--- src/rtl/extend_unit.sv ---
// Sign/zero extension unit with lane selection, behind a two-entry elastic buffer.
// Results leave one cycle after acceptance and in acceptance order.
module extend_unit #(
    parameter  int unsigned INSIZE  = 16,
    parameter  int unsigned OUTSIZE = 32,
    localparam int unsigned LANEW   = (INSIZE / 8 > 2) ? $clog2(INSIZE / 8) : 1
) (
    input  logic               CLK,
    input  logic               RESET,
    input  logic               in_valid,
    output logic               in_ready,
    input  logic [INSIZE-1:0]  in_data,
    input  logic [2:0]         mode,
    input  logic [LANEW-1:0]   sel,
    output logic               out_valid,
    input  logic               out_ready,
    output logic [OUTSIZE-1:0] out_data,
    output logic               out_err
);

    localparam int unsigned EXTW   = OUTSIZE - INSIZE;
    localparam int unsigned HALVES = INSIZE / 16;

    logic [LANEW-1:0]   hsel;
    logic [7:0]         lane_b;
    logic [15:0]        lane_h;
    logic [OUTSIZE-1:0] res_data_c;
    logic               res_err_c;

    logic               skid_valid;
    logic [OUTSIZE-1:0] skid_data;
    logic               skid_err;

    logic               out_valid_n, skid_valid_n, out_err_n, skid_err_n;
    logic [OUTSIZE-1:0] out_data_n, skid_data_n;
    logic               accept, load_out;

    // Extension result for the beat currently offered.
    always_comb begin
        hsel       = sel >> 1;
        lane_b     = 8'(in_data >> {sel, 3'b000});
        lane_h     = 16'(in_data >> {hsel, 4'b0000});
        res_data_c = '0;
        res_err_c  = 1'b0;
        case (mode)
            3'b000: res_data_c = OUTSIZE'($signed(in_data));
            3'b001: res_data_c = OUTSIZE'(in_data);
            3'b010: res_data_c = {in_data, {EXTW{1'b0}}};
            3'b011: res_data_c = OUTSIZE'($signed(lane_b));
            3'b100: res_data_c = OUTSIZE'(lane_b);
            3'b101, 3'b110: begin
                // A half lane beyond the field is treated like the reserved mode.
                if (32'(hsel) >= HALVES) begin
                    res_err_c = 1'b1;
                end else if (mode == 3'b101) begin
                    res_data_c = OUTSIZE'($signed(lane_h));
                end else begin
                    res_data_c = OUTSIZE'(lane_h);
                end
            end
            default: res_err_c = 1'b1;
        endcase
    end

    assign accept   = in_valid & in_ready;
    assign load_out = ~out_valid | out_ready;

    // Next state of the output and skid registers.
    always_comb begin
        out_valid_n  = out_valid;
        out_data_n   = out_data;
        out_err_n    = out_err;
        skid_valid_n = skid_valid;
        skid_data_n  = skid_data;
        skid_err_n   = skid_err;
        if (load_out) begin
            if (skid_valid) begin
                out_valid_n  = 1'b1;
                out_data_n   = skid_data;
                out_err_n    = skid_err;
                skid_valid_n = 1'b0;
                skid_data_n  = '0;
                skid_err_n   = 1'b0;
            end else if (accept) begin
                out_valid_n = 1'b1;
                out_data_n  = res_data_c;
                out_err_n   = res_err_c;
            end else begin
                out_valid_n = 1'b0;
                out_data_n  = '0;
                out_err_n   = 1'b0;
            end
        end else if (accept) begin
            skid_valid_n = 1'b1;
            skid_data_n  = res_data_c;
            skid_err_n   = res_err_c;
        end
    end

    always_ff @(posedge CLK or posedge RESET) begin
        if (RESET) begin
            out_valid  <= 1'b0;
            out_data   <= '0;
            out_err    <= 1'b0;
            skid_valid <= 1'b0;
            skid_data  <= '0;
            skid_err   <= 1'b0;
            in_ready   <= 1'b1;
        end else begin
            out_valid  <= out_valid_n;
            out_data   <= out_data_n;
            out_err    <= out_err_n;
            skid_valid <= skid_valid_n;
            skid_data  <= skid_data_n;
            skid_err   <= skid_err_n;
            in_ready   <= ~skid_valid_n;
        end
    end

endmodule

--- config.mk ---
export PLATFORM = sky130hd
export DESIGN_NAME = extend_unit
export DESIGN_NICKNAME = d
export VERILOG_FILES = /design/src/rtl/extend_unit.sv
export SDC_FILE = /design/constraint.sdc
export NUM_CORES = 1
export LEC_CHECK = 0
export ABC_AREA = 1
export CELL_PAD_IN_SITES_DETAIL_PLACEMENT = 1
export CELL_PAD_IN_SITES_GLOBAL_PLACEMENT = 1
export CORE_ASPECT_RATIO = 2
export CORE_MARGIN = 2
export CORE_UTILIZATION = 38
export CTS_CLUSTER_DIAMETER = 50
export CTS_CLUSTER_SIZE = 25
export DETAILED_ROUTE_END_ITERATION = 7
export PLACE_DENSITY_LB_ADDON = 0.3
export SYNTH_ARGS = -nofsm -noshare
export SYNTH_HDL_FRONTEND = slang
export SYNTH_SLANG_ARGS = --single-unit
--- constraint.sdc ---
create_clock -name CLK -period 2.9 [get_ports CLK]
set_input_delay 0.435 -clock CLK [delete_from_list [all_inputs] [get_ports CLK]]
set_output_delay 0.435 -clock CLK [all_outputs]
set_load 0.05 [all_outputs]
==> run metrics <==
largest net degree at the start of global routing=70; Fin. Hold Viols=0; yosys warns=0; Hold Crit Class=register to register; H-Tree Depth=3; sequential share of the synthesized area=0.5075; vias in the first global route=3432; CTS root buf=clkbuf_16; status=finished clean; Worst setup EP type=register; Simple-Gate Fraction of Synth Area=0.3330; design area=4385 um^2; overall global routing resource usage=0.2344; vias per cell=5.245; Layout Nets=535; RSZ-0062 raised after global routing=no; total CTS buffers=9; PortBufs=58; Setup violations, final=0; Vias=3231; Post-CTS Hold Buffers=0; I/O pin total=59; metal2 WL=about 6000 um; Die Y=between 100 and 150 um; antenna violations before repair=0; Pins Over Slew Limit=0; Max IR drop VDD=358.5 uV; number of DRC markers in iteration 0=197; crit path max fanout=16; Clock Skew=0.004229 ns; final total power=3.153 mW; clk buf depth=2; final HPWL from detailed placement=between 7000 and 8000 um; post-synth top area share=0.4998; largest cells by area after synthesis=dfrtp_1 (50%), nand2_1 (23%), nand3_1 (6.6%); final core occ=0.5071; TritonCTS clock tree=built; required time of the critical path=~3.1 ns; Starting Density=0.3937; Top FF cell, synth=dfrtp_1; latest clock arrival within the worst-skew pair=0.34 ns; clock-pin transition on the worst setup and hold timing paths=0.05 ns; EDFF count, synth=0; Area growth syn-to-layout=28.81%; multiplexer share of the synthesized area=0; non-filler cells, final=616; global-route wire length before repair=17460 um; drt wl/cell=17.40 um; Placed Area=about 4000 um^2; drt first pass iters=4; # placed instances=600; post-CTS sizing=0; Post-Synth XOR/XNOR Area=0; fin crit period=between 2 and 2.5 ns; final WL=between 10000 and 15000 um; average size of a mapped cell=7.450 um^2; CP arrival=2.36 ns; die area=about 10000 um^2; TritonCTS Sinks=about 70; Die W=70.93 um; synthesized cell area=3405 um^2; top sig layer=met4; max_cap viols=0; post-synthesis compound-gate area fraction=0.09372; Antenna Nets Post-Route=0; share of cells above drive strength 1=0.06202; GRT overflow=0; worst relative slew slack=0.4319; Async S/R FF share, synth=1.000; Seq cells post-synth=69; cell leakage power=2.264 nW; core area=8648 um^2; metal3 WL=424 um; synth unique cells=21; Syn Inst Count=roughly 460; DRC=0; wire length on met1=3975 um; FP Rows=48; gp weighted congestion=between 0.9 and 1; Worst-Margin Slew=0.8521 ns; crit share post-route=0.7388; R2R Setup Slk=roughly 0.9 ns; Syn Nets=481; post-CTS setup buffer count=0; fillers=1124; Ant. Diodes=0; Fmax=466.7 MHz; Synth Area in Adders=0; Setup CP Type=input port to register; largest family of logic cells by synthesized area=simple AND/OR/NAND/NOR gates; Synth area leader=dfrtp_1; CP startpoint kind=input port; Power Density=718.9 nW/um^2; post-route setup TNS=0 ns
synth_stat cells (all sizes together), types with 2 or more instances:
library cell	count
nor2	24
inv	29
dfrtp	68
a21oi	37
a22o	8
buf	15
and2	2
clkbuf	9
nand3	46
o21ai	9
nand2	206
power by group:
| part | internal [mW] | switching [mW] | total [mW] |
|---|---|---|---|
| Sequential | 1.11 | 0.0948 | 1.20 |
| Combinational | 0.271 | 0.567 | 0.838 |
| Clock | 0.714 | 0.398 | 1.11 |
critical path, cell delays in order:
cell	delay [ns]
clkdlybuf4s50_1	0.62
nor2_1	0.22
o21bai_2	0.59
nand3_1	0.25
nand2_1	0.13
nand3_1	0.09
cells by family (layout without fill, tap and decap cells):
logic type	count (synthesis)	count (layout)
AND/OR/NAND/NOR	279	279
flip-flops	69	69
AO/OA/AOI/OAI	56	56
buffers and inverters	53	112
path summary, 6_finish.rpt:
kind,to,cells past startpoint,from
max in group asynchronous,in_ready$_DFF_PP1_,3,RESET
max reg2reg,skid_err$_DFFE_PP0P_,8,skid_valid$_DFF_PP0_
min in group asynchronous,out_data[9]$_DFFE_PP0P_,3,RESET
min reg2reg,skid_data[3]$_DFFE_PP0P_,2,skid_data[3]$_DFFE_PP0P_
min,skid_data[3]$_DFFE_PP0P_,2,skid_data[3]$_DFFE_PP0P_
max,out_data[31]$_DFFE_PP0P_,6,mode[2]
flip-flops by register name, indices dropped and copies added, names as in the netlist:
signal      flops
out_valid       1
skid_err        1
skid_data      32
skid_valid      1
out_data       32
in_ready        1
out_err         1
cell type report:
cell class	instances	area (um^2)	share of cell area
clock buffers	15	267.8	0.06106
clock inverters	1	30.03	0.006847
inverters	29	108.9	0.02482
multi-input cells	335	1453	0.3312
flip-flops and latches	69	1728	0.3940
well taps	100	125.1	0.02853
repair buffers	67	673.1	0.1535
cell usage in the layout (no fill, tap or decap), drive strengths merged:
cell type | netlist | final
a21oi | 37 | 37
a22o | 8 | 8
and2 | 2 | 2
buf | 15 | 9
bufinv | 0 | 1
clkbuf | 9 | 15
clkdlybuf4s50 | 0 | 58
dfrtp | 68 | 68
dfstp | 1 | 1
inv | 29 | 29
nand2 | 206 | 206
nand3 | 46 | 46
nor2 | 24 | 24
nor3 | 1 | 1
o211ai | 1 | 1
o21ai | 9 | 9
o21bai | 1 | 1
metrics by stage:
stage / hold slack [ns] / worst slack, ns
2_1_floorplan: 0.4422 / 0.7268
3_3_place_gp: 0.4536 / 0.4830
3_5_place_dp: 0.4654 / 0.4123
4_1_cts: 0.4808 / 0.7249
5_1_grt: 0.5020 / 0.6040
6_report: 0.4818 / 0.7573
routing by layer:
layer,GRT usage,vias to the layer above
li1,-,1547
met1,0.2546,1586
met2,0.4320,81
met3,0.03488,17
met4,0.1226,0
met5,0,-
(Power assumes the default switching activity.)
